[config.mk]
export PLATFORM = sky130hd
export DESIGN_NAME = slv_guard_rst_ctrl_flat
export DESIGN_NICKNAME = d
export VERILOG_FILES = /design/src/rtl/slv_guard_rst_ctrl_if.sv /design/src/rtl/slv_guard_rst_ctrl.sv /design/src/flat_wrapper.sv
export SDC_FILE = /design/constraint.sdc
export NUM_CORES = 1
export LEC_CHECK = 0
export BUFFER_PORTS_ARGS = -buffer_cell sky130_fd_sc_hd__buf_2
export CORE_UTILIZATION = 30
export CTS_CLUSTER_SIZE = 20
export DETAILED_ROUTE_END_ITERATION = 6
export HOLD_SLACK_MARGIN = 0.1
export PLACE_DENSITY = 0.49
export SYNTH_ARGS = -nofsm -noshare
export SYNTH_HDL_FRONTEND = slang
export SYNTH_SLANG_ARGS = --single-unit
[constraint.sdc]
create_clock -name clk_i -period 3.7 [get_ports clk_i]
set_clock_uncertainty 0.05 [all_clocks]
set_input_delay 0.37 -clock clk_i [delete_from_list [all_inputs] [get_ports clk_i]]
set_output_delay 0.37 -clock clk_i [all_outputs]
set_load 0.01 [all_outputs]
[src/rtl/slv_guard_rst_ctrl_if.sv]
// Bundle between the slave guard, the reset sequencer and the subordinate.
// The sequencer takes the slave modport; whoever drives the request takes the master modport.
interface slv_guard_rst_ctrl_if #(
    parameter int CntWidth = 8,
    parameter int EvtWidth = 8
);
    logic                guard_ena_i;
    logic                rst_req_i;
    logic [CntWidth-1:0] rst_len_i;
    logic                isolate_o;
    logic                slv_rst_no;
    logic                rst_stat_o;
    logic                busy_o;
    logic [EvtWidth-1:0] evt_cnt_o;

    modport master (
        output guard_ena_i, rst_req_i, rst_len_i,
        input  isolate_o, slv_rst_no, rst_stat_o, busy_o, evt_cnt_o
    );

    modport slave (
        input  guard_ena_i, rst_req_i, rst_len_i,
        output isolate_o, slv_rst_no, rst_stat_o, busy_o, evt_cnt_o
    );
endinterface

[src/rtl/slv_guard_rst_ctrl.sv]
// Reset sequencer: isolate, hold subordinate reset, settle, then report completion.
// Outputs are decoded from registered state only; a started sequence always runs to DONE.
module slv_guard_rst_ctrl #(
    parameter int DrainCycles  = 4,
    parameter int SettleCycles = 2,
    parameter int CntWidth     = 8,
    parameter int EvtWidth     = 8
) (
    input  logic                   clk_i,
    input  logic                   rst_i,
    slv_guard_rst_ctrl_if.slave    bus
);

    if (DrainCycles < 1 || SettleCycles < 1 ||
        ((longint'(DrainCycles) - 1) >> CntWidth) != 0 ||
        ((longint'(SettleCycles) - 1) >> CntWidth) != 0) begin : g_bad_params
        $error("slv_guard_rst_ctrl: DrainCycles/SettleCycles out of range for CntWidth");
    end

    localparam logic [CntWidth-1:0] DRAIN_LD  = CntWidth'(DrainCycles - 1);
    localparam logic [CntWidth-1:0] SETTLE_LD = CntWidth'(SettleCycles - 1);

    typedef enum logic [2:0] {
        IDLE    = 3'd0,
        ISOLATE = 3'd1,
        ASSERT  = 3'd2,
        RELEASE = 3'd3,
        DONE    = 3'd4
    } state_t;

    state_t              state_q, state_d;
    logic [CntWidth-1:0] cnt_q, cnt_d;
    logic [EvtWidth-1:0] evt_q, evt_d;
    logic [CntWidth-1:0] len_ld;

    function automatic logic [EvtWidth-1:0] sat_inc(input logic [EvtWidth-1:0] v);
        return (&v) ? v : v + 1'b1;
    endfunction

    // A zero length still produces a one-cycle reset pulse.
    assign len_ld = (bus.rst_len_i == '0) ? '0 : bus.rst_len_i - 1'b1;

    always_ff @(posedge clk_i or posedge rst_i) begin
        if (rst_i) begin
            state_q <= IDLE;
            cnt_q   <= '0;
            evt_q   <= '0;
        end else begin
            state_q <= state_d;
            cnt_q   <= cnt_d;
            evt_q   <= evt_d;
        end
    end

    always_comb begin
        state_d = state_q;
        cnt_d   = cnt_q;
        evt_d   = evt_q;
        unique case (state_q)
            IDLE: begin
                if (bus.rst_req_i && bus.guard_ena_i) begin
                    state_d = ISOLATE;
                    cnt_d   = DRAIN_LD;
                end
            end
            ISOLATE: begin
                if (cnt_q == '0) begin
                    state_d = ASSERT;
                    cnt_d   = len_ld;
                end else begin
                    cnt_d = cnt_q - 1'b1;
                end
            end
            ASSERT: begin
                if (cnt_q == '0) begin
                    state_d = RELEASE;
                    cnt_d   = SETTLE_LD;
                end else begin
                    cnt_d = cnt_q - 1'b1;
                end
            end
            RELEASE: begin
                if (cnt_q == '0) begin
                    state_d = DONE;
                    evt_d   = sat_inc(evt_q);
                end else begin
                    cnt_d = cnt_q - 1'b1;
                end
            end
            DONE: begin
                if (!bus.rst_req_i) state_d = IDLE;
            end
            default: state_d = IDLE;
        endcase
    end

    assign bus.isolate_o  = (state_q != IDLE);
    assign bus.slv_rst_no = (state_q != ASSERT);
    assign bus.rst_stat_o = (state_q == DONE);
    assign bus.busy_o     = (state_q != IDLE);
    assign bus.evt_cnt_o  = evt_q;

endmodule

[src/flat_wrapper.sv]
// flat-port wrapper written by rule: the top's interface ports become plain ports
module slv_guard_rst_ctrl_flat 
#(
    parameter int DrainCycles  = 4,
    parameter int SettleCycles = 2,
    parameter int CntWidth     = 8,
    parameter int EvtWidth     = 8
)
  (clk_i, rst_i, bus_guard_ena_i, bus_rst_req_i, bus_rst_len_i, bus_isolate_o, bus_slv_rst_no, bus_rst_stat_o, bus_busy_o, bus_evt_cnt_o);
  slv_guard_rst_ctrl_if #(.CntWidth(CntWidth), .EvtWidth(EvtWidth)) bus_i ();
  input  logic clk_i;
  input  logic rst_i;
  input wire logic [$bits(bus_i.guard_ena_i)-1:0] bus_guard_ena_i;
  input wire logic [$bits(bus_i.rst_req_i)-1:0] bus_rst_req_i;
  input wire logic [$bits(bus_i.rst_len_i)-1:0] bus_rst_len_i;
  output wire logic [$bits(bus_i.isolate_o)-1:0] bus_isolate_o;
  output wire logic [$bits(bus_i.slv_rst_no)-1:0] bus_slv_rst_no;
  output wire logic [$bits(bus_i.rst_stat_o)-1:0] bus_rst_stat_o;
  output wire logic [$bits(bus_i.busy_o)-1:0] bus_busy_o;
  output wire logic [$bits(bus_i.evt_cnt_o)-1:0] bus_evt_cnt_o;
  assign bus_i.guard_ena_i = bus_guard_ena_i;
  assign bus_i.rst_req_i = bus_rst_req_i;
  assign bus_i.rst_len_i = bus_rst_len_i;
  assign bus_isolate_o = bus_i.isolate_o;
  assign bus_slv_rst_no = bus_i.slv_rst_no;
  assign bus_rst_stat_o = bus_i.rst_stat_o;
  assign bus_busy_o = bus_i.busy_o;
  assign bus_evt_cnt_o = bus_i.evt_cnt_o;
  slv_guard_rst_ctrl #(.DrainCycles(DrainCycles), .SettleCycles(SettleCycles), .CntWidth(CntWidth), .EvtWidth(EvtWidth)) u_core (.clk_i(clk_i), .rst_i(rst_i), .bus(bus_i));
endmodule
==> results by group, run 1 <==
Status
  • Status: finished, final reports clean

Die
  • Standard-cell rows: 23
  • Starting density of the core: 31.4%
  • Chip width: 67.0 µm
  • Core region area: 4030 µm²
  • DIE AREA: 4480 µm²
  • Chip height: 67.0 µm
  • I/O Pins: 24

Synthesis
  • FF+latch count, synth: 19
  • Syn. warnings: 0
  • Cell Area, Synth: 1270 µm²
  • Number of synthesized flops with an enable pin: 0
  • Area contributors post-synth: dfrtp_1 (38%), xor2_1 (6.9%), xnor2_1 (6.2%)
  • Mapped Cells: 131
  • Most used flip-flop cell after synthesis: dfrtp_1
  • Async SR Flop Fraction: 100%
  • Mean Syn Cell Area: 9.67 µm²
  • Leading area contributor after synthesis: dfrtp_1
  • Post-synth cell types: 37
  • Post-synthesis sequential area ratio: 37.5%
  • Synth top area share: 37.5%
  • Synthesized Nets: 148

Clock network
  • TritonCTS buffer count: 3
  • Post-cts resize count: 0
  • Worst skew pair latency: 0.26 ns
  • CTS clk-pin slew, worst paths: 0.08 ns
  • CTS tree: built
  • Hold-fix buffers at CTS: 0
  • Clock sinks: 19
  • H-tree depth: 1
  • Setup repair bufs after CTS: 0
  • Clock Path Buffers: 2
  • Clock root cell: clkbuf_8

Timing
  • Crit share post-route: 61.2%
  • # setup viols final: 0
  • Sum Neg Setup Slack: 0 ns
  • Relative slew slack: 48.4%
  • Tightest Pin Transition: 0.773 ns
  • Fmax: 441 MHz
  • RSZ-0062 raised after global routing: no
  • Max Slew Vio Count: 0
  • Final Hold Vio Count: 0
  • Post-route minimum period: 2.27 ns

Detailed routing
  • 1st-iter DRT viols: 55
  • Vias/cell: 5.14
  • Detailed-router iteration count before antenna repair: 5
  • Wire length per cell: 14.2 µm
  • DR vias: 1059
  • Remaining routing DRC violations: 0
  • Routed WL: 2920 µm
  • DRT antenna net count: 0

Placement
  • Routability Congestion: 0.863
  • Port buffer count: 23
  • DP HPWL: 2210 µm

Flow run
  • Max Cap Viol: 0

Global routing
  • Initial antenna violation count: 0
  • Gr usage total: 15.3%
  • First-pass GRT wire length: 5180 µm
  • Vias in the first global route: 1106
  • Total grt overflow: 0
  • Largest net degree at the start of global routing: 20

Cells and area
  • Area growth from synthesis to layout: 16.7%
  • Share of cells above drive strength 1: 23.1%
  • Nets: 174
  • Fillers: 420
  • N_diodes: 0

Power
  • Peak supply drop: 0.000261 V
  • Overall power: 905 µW
  • Power density cells: 612 nW/µm²
  • Leakage: 0.680 nW

Setup path
  • Crit. End Element: flip-flop
  • Reg-to-reg setup timing slack: 1.43 ns
  • Critical path class: reg -> reg
  • CP required: 3.80 ns
  • Critical Path Source Type: flip-flop
  • Worst-path fanout max: 8
  • Data arrival, critical path: 2.37 ns

Worst hold path
  • Hold WC Path Type: in -> async
==> Yosys cell counts (2+ instances only) <==
cell     instances
inv_1            8
nor4_1           2
nor3b_1          3
a21oi_1          2
and2_1           2
and3_1           2
o21ai_0         10
nand4_1          5
nor2_1          10
ha_1             5
nor4_4           2
nor3_1           3
nand2_1         14
xor2_1          10
xnor2_1          9
dfrtp_1         19
a22oi_1          5
==> registers in the layout, summed over array words and instances (netlist names) <==
signal,flops
u_core.bus.evt_cnt_o,8
u_core.state_q,3
u_core.cnt_q,8
==> layer usage <==
metal / vias to the layer above / global-route usage (%) / share of wire, %
met3: 4 / 4.79 / 4.3
met5: - / 0 / 0
met2: 23 / 27.3 / 51
met1: 508 / 17.5 / 44
li1: 524 / - / -
met4: 0 / 3.99 / 0.69
==> cell usage in the layout, fill, tap and decap left out, types with 2 or more instances in the layout <==
| cell type | n |
|---|---|
| o21ai_0 | 10 |
| nor3b_1 | 3 |
| a22oi_1 | 5 |
| xor2_1 | 10 |
| nor2_1 | 10 |
| a21oi_1 | 2 |
| buf_2 | 23 |
| ha_1 | 5 |
| dfrtp_1 | 19 |
| and2_1 | 2 |
| nand2_1 | 14 |
| nor4_1 | 2 |
| and3_1 | 2 |
| nor3_1 | 3 |
| nand4_1 | 5 |
| nor4_4 | 2 |
| inv_1 | 8 |
| clkbuf_8 | 3 |
| xnor2_1 | 9 |
==> per-stage QoR <==
stage / instances / utilization (%) / instance area [µm²] / setup WS, ns / hold WS [ns]
after floorplan: 131 / - / 1270 / 1.69 / 0.271
after global placement: 202 / 35.5 / 1430 / 1.58 / 0.428
after detailed placement: 202 / 35.5 / 1430 / 1.46 / 0.428
after CTS: 206 / 36.7 / 1480 / 1.44 / 0.210
after global routing: 206 / 36.7 / 1480 / 1.35 / 0.275
final: 206 / 36.7 / 1480 / 1.43 / 0.187
==> worst max-delay path, stage by stage (launching register included) <==
cell	delay [ns]
dfrtp_1	0.42
inv_1	0.12
ha_1	0.17
nor4bb_1	0.40
nand2_2	0.20
a311oi_4	0.42
mux2_2	0.38
==> cell families (layout without fill, tap and decap cells) <==
| group | after synthesis | in the layout | share of synthesized area [%] |
|---|---|---|---|
| buffers and inverters | 10 | 35 | 3.36 |
| AO/OA/AOI/OAI | 25 | 25 | 14.5 |
| XOR/XNOR | 19 | 19 | 13.1 |
| flip-flops | 19 | 19 | 37.5 |
| adder cells (fa/ha/maj) | 5 | 5 | 4.94 |
| multiplexers | 1 | 1 | 0.889 |
| AND/OR/NAND/NOR | 52 | 52 | 25.6 |
==> report_power, final <==
group          switching [mW]  internal [mW]  leakage, nW
sequential             0.0897          0.265        0.248
combinational           0.216          0.184        0.407
clock                  0.0756         0.0751       0.0255
==> area by class of cell <==
class / count / area (µm²) / area share (%)
clock buffers: 3 / 41.3 / 2.79
clock inverters: 1 / 5.00 / 0.339
inverters: 8 / 30.0 / 2.03
multi-input cells: 102 / 748 / 50.6
flip-flops and latches: 19 / 475 / 32.2
well taps: 50 / 62.6 / 4.23
repair buffers: 23 / 115 / 7.79
==> worst paths after layout <==
| kind | to | from | depth (start not counted) |
|---|---|---|---|
| min reg2reg | u_core.bus.evt_cnt_o[6] | u_core.bus.evt_cnt_o[6] | 1 |
| max in group asynchronous | u_core.state_q[1] | rst_i | 2 |
| max reg2reg | u_core.bus.evt_cnt_o[1] | u_core.cnt_q[0] | 6 |
| min | u_core.cnt_q[6] | rst_i | 2 |
| max | u_core.bus.evt_cnt_o[1] | u_core.cnt_q[0] | 6 |
| min in group clk_i | u_core.state_q[2] | bus_rst_req_i | 2 |
No activity file was read; power rests on OpenSTA's default activity.
==> inputs of run 2 (changes only) <==
Settings changed: PLACE_DENSITY 0.49 to 0.51.
Clock period 3.7 ns to 2 ns, I/O delays scaled along.
==> run 2 against run 1 <==
Routed wire length is essentially flat. Die area is the same. Non-clock buffer count grew 8. Clock-buffer cell count grew 1. Utilization grew 2.7 points. Via count grew 2.5%. Critical path depth grew 1. Cell area grew 7.4%. Hold slack lost 0.053 ns. Critical path type unchanged. Critical endpoint unchanged. Largest power group unchanged. Highest routed layer is now met3.
==> results by group, run 2 (synthesized netlist as in run 1, its figures left out) <==
Detailed routing
  • Detailed-router iteration count before antenna repair: 4 (-1)
  • DRT antenna net count: 0 (unchanged)
  • Remaining routing DRC violations: 0 (unchanged)
  • DR vias: 1085 (+2.5%)
  • Wire length per cell: 13.6 µm (-3.7%)
  • 1st-iter DRT viols: 50 (-9.1%)
  • Vias/cell: 5.07 (-1.4%)
  • Routed WL: 2920 µm (about the same)

Placement
  • Routability Congestion: 0.791 (-8.4%)
  • Dpl cells: 208 (+3.0%)
  • DP HPWL: 2250 µm (+1.6%)
  • Port buffer count: 23 (unchanged)

Cells and area
  • Commonest cells after routing, fill and taps aside: buf_2 (23), dfrtp_1 (19), nand2_1 (14)
  • Commonest non-fill, non-tap cell in the layout: buf_2
  • N_diodes: 0 (unchanged)
  • Area growth from synthesis to layout: 25.3%
  • Final non-filler cell total: 214 (+3.9%)
  • Share of cells above drive strength 1: 29.3% (+6.2 points)
  • Nets: 182 (+4.6%)
  • Final core occ: 39.4% (+2.7 points)

Flow run
  • Max Cap Viol: 0 (unchanged)

Die
  • Standard-cell rows: 23 (unchanged)
  • Chip width: 67.0 µm (unchanged)
  • DIE AREA: 4480 µm² (unchanged)
  • Starting density of the core: 31.4% (unchanged)
  • Chip height: 67.0 µm (unchanged)
  • I/O Pins: 24 (unchanged)
  • Core region area: 4030 µm² (unchanged)

Setup path
  • Critical path class: reg -> reg
  • Data arrival, critical path: 1.97 ns (-0.40 ns)
  • Critical path launch point: u_core.cnt_q[0]
  • FF-to-FF Start: u_core.cnt_q[0]
  • CP required: 2.09 ns (-1.71 ns)
  • Crit. End Element: flip-flop
  • Worst-path fanout max: 8 (unchanged)
  • Critical Path Source Type: flip-flop

Power
  • Peak supply drop: 0.000455 V (+74%)
  • Clock power frac: 14.7% (-2.0 points)
  • Switching Power: 748 µW (+96%)
  • Power density cells: 1150 nW/µm² (+88%)
  • Sequential power share: 35.5% (-3.7 points)
  • Leakage: 0.728 nW (+7.0%)
  • Logic pwr share: 49.9% (+5.7 points)
  • Cell internal pwr: 1.08 mW (+110%)
  • Net Sw Frac: 41.0% (-1.1 points)

Timing
  • Post-route minimum period: 1.88 ns (-0.390 ns)
  • Hold_ws: 0.133 ns (-0.0532 ns)
  • # setup viols final: 0 (unchanged)
  • Max Slew Vio Count: 0 (unchanged)
  • Final Hold Vio Count: 0 (unchanged)
  • Relative slew slack: 50.5% (+2.1 points)
  • Tightest Pin Transition: 0.742 ns (-0.0310 ns)
  • Crit share post-route: 93.8% (+33 points)
  • RSZ-0062 raised after global routing: no
  • Fmax: 533 MHz (+21%)

Clock network
  • CTS clk-pin slew, worst paths: 0.07 ns (about the same)
  • Clock sinks: 19 (unchanged)
  • CTS tree: built
  • TritonCTS buffer count: 3 (unchanged)
  • H-tree depth: 1 (unchanged)
  • Clock root cell: clkbuf_8
  • Worst skew pair latency: 0.25 ns (about the same)
  • Clock Path Buffers: 2 (unchanged)

Global routing
  • Largest net degree at the start of global routing: 20 (unchanged)
  • Most Crowded Layer GR: met2
  • GRT met3 Usage: 2.05% (-2.7 points)
  • Vias in the first global route: 1080 (-2.4%)
  • First-pass GRT wire length: 4910 µm (-5.3%)
  • Met2 Usage GRT: 24.5% (-2.8 points)
  • Met1 usage: 19.6% (+2.1 points)
  • Total grt overflow: 0 (unchanged)
  • Gr usage total: 14.6% (-0.74 points)
  • Initial antenna violation count: 0 (unchanged)

Worst hold path
  • Hold WC Path Type: in -> reg
  • Hold_sp: bus_rst_req_i

Status
  • Status: finished, final reports clean
## run 2: cell count changes in the layout (fill, tap and decap cells not counted), sizes merged
cell and change:
clkinv -1, clkbuf +1, dlygate4sd3 +1, buf +7
## run 2: critical path, cell delays in order, from the launching register on
cell and delay [ns]:
dfrtp_1 0.39, inv_2 0.07, ha_2 0.18, nor4bb_4 0.20, nand2_2 0.11, a311oi_4 0.29
buf_6 0.17, mux2_4 0.29
## run 2: timing repair
action,4_1_cts,5_1_grt
hold endpoints to repair,19,0
buffers inserted,1,0
hold buffers,1,0
resized for setup,4,7
pin swaps,2,2
endpoints found under the setup margin,1,8
## run 2: worst paths after layout
path                                            to  depth (start not counted)  slack (ns)
min in group asynchronous  u_core.bus.evt_cnt_o[0]                          3        0.56
max in group asynchronous          u_core.cnt_q[1]                          3        0.87
setup / recovery           u_core.bus.evt_cnt_o[1]                          7        0.12
hold reg to reg            u_core.bus.evt_cnt_o[4]                          1        0.44
hold / removal                   u_core.state_q[2]                          2        0.13
setup reg to reg           u_core.bus.evt_cnt_o[1]                          7        0.12
## run 2: cell type report
| cell class | count | area [µm²] |
|---|---|---|
| timing repair buffer | 31 | 185 |
| multi-input combinational | 102 | 788 |
| clock buffer | 4 | 45.0 |
| tap | 50 | 62.6 |
| sequential | 19 | 475 |
| fill | 436 | 2440 |
| inverter | 8 | 30.0 |
## run 2: per-layer routing
metal / up-vias / wire length, µm
met5: - / 0
met4: 0 / 0
met3: 0 / 94
met1: 533 / 1330
met2: 17 / 1490
li1: 535 / -
## run 2: through the flow
stage                     setup WS [ns]  cell area [µm²]  power (mW)  setup TNS [ns]
after floorplan                 0.00588             1280        1.24               0
after global placement         -0.00576             1500        1.51        -0.00576
after detailed placement         0.0274             1500        1.51               0
after CTS                        0.0735             1560        1.80               0
after global routing             0.0145             1590        1.97               0
final                             0.124             1590        1.83               0
## run 2: power by group through the flow
stage	Combinational, mW	Sequential [mW]	Clock (mW)
final	0.910	0.648	0.268
after global routing	1.01	0.666	0.292
after CTS	0.887	0.644	0.273
after detailed placement	0.863	0.649	0
after global placement	0.864	0.643	0
after floorplan	0.626	0.618	0
==> inputs of run 3 (changes only) <==
Settings changed: CORE_UTILIZATION 30 to 50, CTS_BUF_LIST set to sky130_fd_sc_hd__clkbuf_8, GPL_TIMING_DRIVEN set to 0, PLACE_DENSITY 0.51 to 0.77.
==> run 3 against run 2 <==
Setup slack worse by 0.054 ns. First-iteration DRC count down 36%. Routed wire length down 3.6%. Utilization up 31 points. Clock-buffer cell count down 1. Largest cell class unchanged. Clock power up 6%. Via count up 5.8%.
==> results by group, run 3 (synthesized netlist as in run 1, its figures left out) <==
Status
  • Status: finished, final reports clean

Die
  • Core region area: 2300 µm² (-43%)
  • DIE AREA: 2740 µm² (-39%)
  • Standard-cell rows: 17 (-26%)
  • Starting density of the core: 55.1% (+24 points)
  • Chip width: 52.3 µm (-22%)
  • Chip height: 52.3 µm (-22%)
  • I/O Pins: 24 (unchanged)

Timing
  • # setup viols final: 0 (unchanged)
  • RSZ-0062 raised after global routing: yes
  • Tightest Pin Transition: 0.719 ns (-0.0231 ns)
  • Relative slew slack: 52.0% (+1.5 points)
  • Post-route minimum period: 1.93 ns (+0.0539 ns)
  • Hold_ws: 0.117 ns (-0.0168 ns)
  • Final Hold Vio Count: 0 (unchanged)
  • Fmax: 518 MHz (-2.8%)
  • Sum Neg Setup Slack: 0 ns (unchanged)
  • Max Slew Vio Count: 0 (unchanged)
  • Crit share post-route: 96.5% (+2.7 points)

Setup path
  • Worst-path fanout max: 8 (unchanged)
  • Critical path class: reg -> reg
  • Crit. End Element: flip-flop
  • Worst path slowest cell: dfrtp_1
  • Critical Path Source Type: flip-flop
  • Data arrival, critical path: 2.04 ns (+0.07 ns)
  • CP required: 2.11 ns (+0.02 ns)
  • CP cell instances: inv_2, ha_4, nor4bb_4, nand2_2, a311oi_4, buf_6, mux2_4
  • Crit-path max cell delay: 0.41 ns (+0.02 ns)

Detailed routing
  • Vias/cell: 5.74 (+13%)
  • Remaining routing DRC violations: 0 (unchanged)
  • Routed WL: 2810 µm (-3.6%)
  • DRT antenna net count: 0 (unchanged)
  • Wire length per cell: 14.1 µm (+3.1%)
  • DR vias: 1148 (+5.8%)
  • 1st-iter DRT viols: 32 (-36%)
  • Detailed-router iteration count before antenna repair: 4 (unchanged)

Cells and area
  • Commonest non-fill, non-tap cell in the layout: buf_2
  • Area growth from synthesis to layout: 27.5%
  • Final core occ: 70.3% (+31 points)
  • Nets: 190 (+4.4%)
  • Share of cells above drive strength 1: 33.1% (+3.9 points)
  • Fillers: 187 (-57%)
  • N_diodes: 0 (unchanged)
  • Commonest cells after routing, fill and taps aside: buf_2 (24), dfrtp_1 (18), nand2_1 (14)

Global routing
  • Vias in the first global route: 1006 (-6.9%)
  • First-pass GRT wire length: 4700 µm (-4.2%)
  • Initial antenna violation count: 0 (unchanged)
  • Largest net degree at the start of global routing: 20 (unchanged)
  • Total grt overflow: 0 (unchanged)
  • Gr usage total: 23.5% (+8.9 points)

Placement
  • DP HPWL: 2000 µm (-11%)
  • Routability Congestion: 0.884 (+12%)
  • Port buffer count: 23 (unchanged)

Power
  • Leakage: 0.759 nW (+4.3%)
  • Peak supply drop: 0.000937 V (+110%)
  • Power density cells: 1190 nW/µm² (+3.3%)

Clock network
  • H-tree depth: 1 (unchanged)
  • TritonCTS buffer count: 3 (unchanged)
  • Worst skew pair latency: 0.27 ns (+0.02 ns)
  • Clock sinks: 19 (unchanged)
  • CTS tree: built
  • CTS clk-pin slew, worst paths: 0.08 ns (about the same)
  • Clock Path Buffers: 2 (unchanged)
  • Clock root cell: clkbuf_8

Worst hold path
  • Hold WC Path Type: in -> reg

Flow run
  • Max Cap Viol: 0 (unchanged)
## run 3: cell types whose count changed in the layout (fill, tap and decap cells not counted), sizes merged
cell,delta
buf,+8
clkbuf,-1
clkinvlp,+1
## run 3: stage by stage
step                total power [mW]  worst slack [ns]  area [µm²]  std cells
floorplan                       1.24           0.00588        1280        131
global placement                1.41            -0.152        1440        182
detailed placement              1.44            -0.216        1440        182
CTS                             1.75            0.0193        1520        190
global route                    2.06           -0.0488        1610        200
finish                          1.92            0.0697        1610        200
## run 3: worst max-delay path: cells and delay by family (launching register included)
kind,cells,cell delay [ns]
compound gates,1,0.29
fa+ha+maj,1,0.13
buf+inv,2,0.27
flops,1,0.41
mux,1,0.29
simple gates,2,0.37
## run 3: repair_timing
action	4_1_cts	5_1_grt
hold buffers	1	0
pin swaps	2	8
setup endpoints to repair	13	15
gates resized for setup	1	6
hold endpoints to repair	19	0
setup buffers	3	10
## run 3: layout make-up
class	instances	area [µm²]	area share (%)
buffer	2	12.5	0.775
clock buffer	3	41.3	2.56
clock inverter	1	7.51	0.465
inverter	8	30.0	1.86
multi-input combinational	102	785	48.6
sequential	19	477	29.5
tap	28	35.0	2.17
timing repair buffer	37	226	14.0
## run 3: path summary, 6_finish.rpt
kind | to | start | cells after the start | slack, ns
setup / recovery | u_core.bus.evt_cnt_o[1] | u_core.cnt_q[0] | 7 | 0.07
hold / removal | u_core.state_q[2] | bus_rst_req_i | 2 | 0.12
setup reg to reg | u_core.bus.evt_cnt_o[1] | u_core.cnt_q[0] | 7 | 0.07
hold reg to reg | u_core.bus.evt_cnt_o[6] | u_core.bus.evt_cnt_o[6] | 1 | 0.43
max in group asynchronous | u_core.cnt_q[3] | rst_i | 3 | 0.86
min in group asynchronous | u_core.cnt_q[2] | rst_i | 3 | 0.54
## run 3: power breakdown
part / internal (mW) / total, mW / switching [mW] / leakage (nW)
sequential: 0.491 / 0.629 / 0.138 / 0.246
clock: 0.141 / 0.285 / 0.144 / 0.0217
combinational: 0.506 / 1.00 / 0.497 / 0.491
total: 1.14 / 1.92 / 0.779 / 0.759
## run 3: layer usage
layer | GRT usage (%) | part of all wire [%] | up-vias
li1 | - | - | 552
met3 | 6.38 | 4.0 | 5
met4 | 6.58 | 1.4 | 0
met1 | 31.6 | 46 | 568
met2 | 36.7 | 49 | 23
met5 | 0 | 0 | -
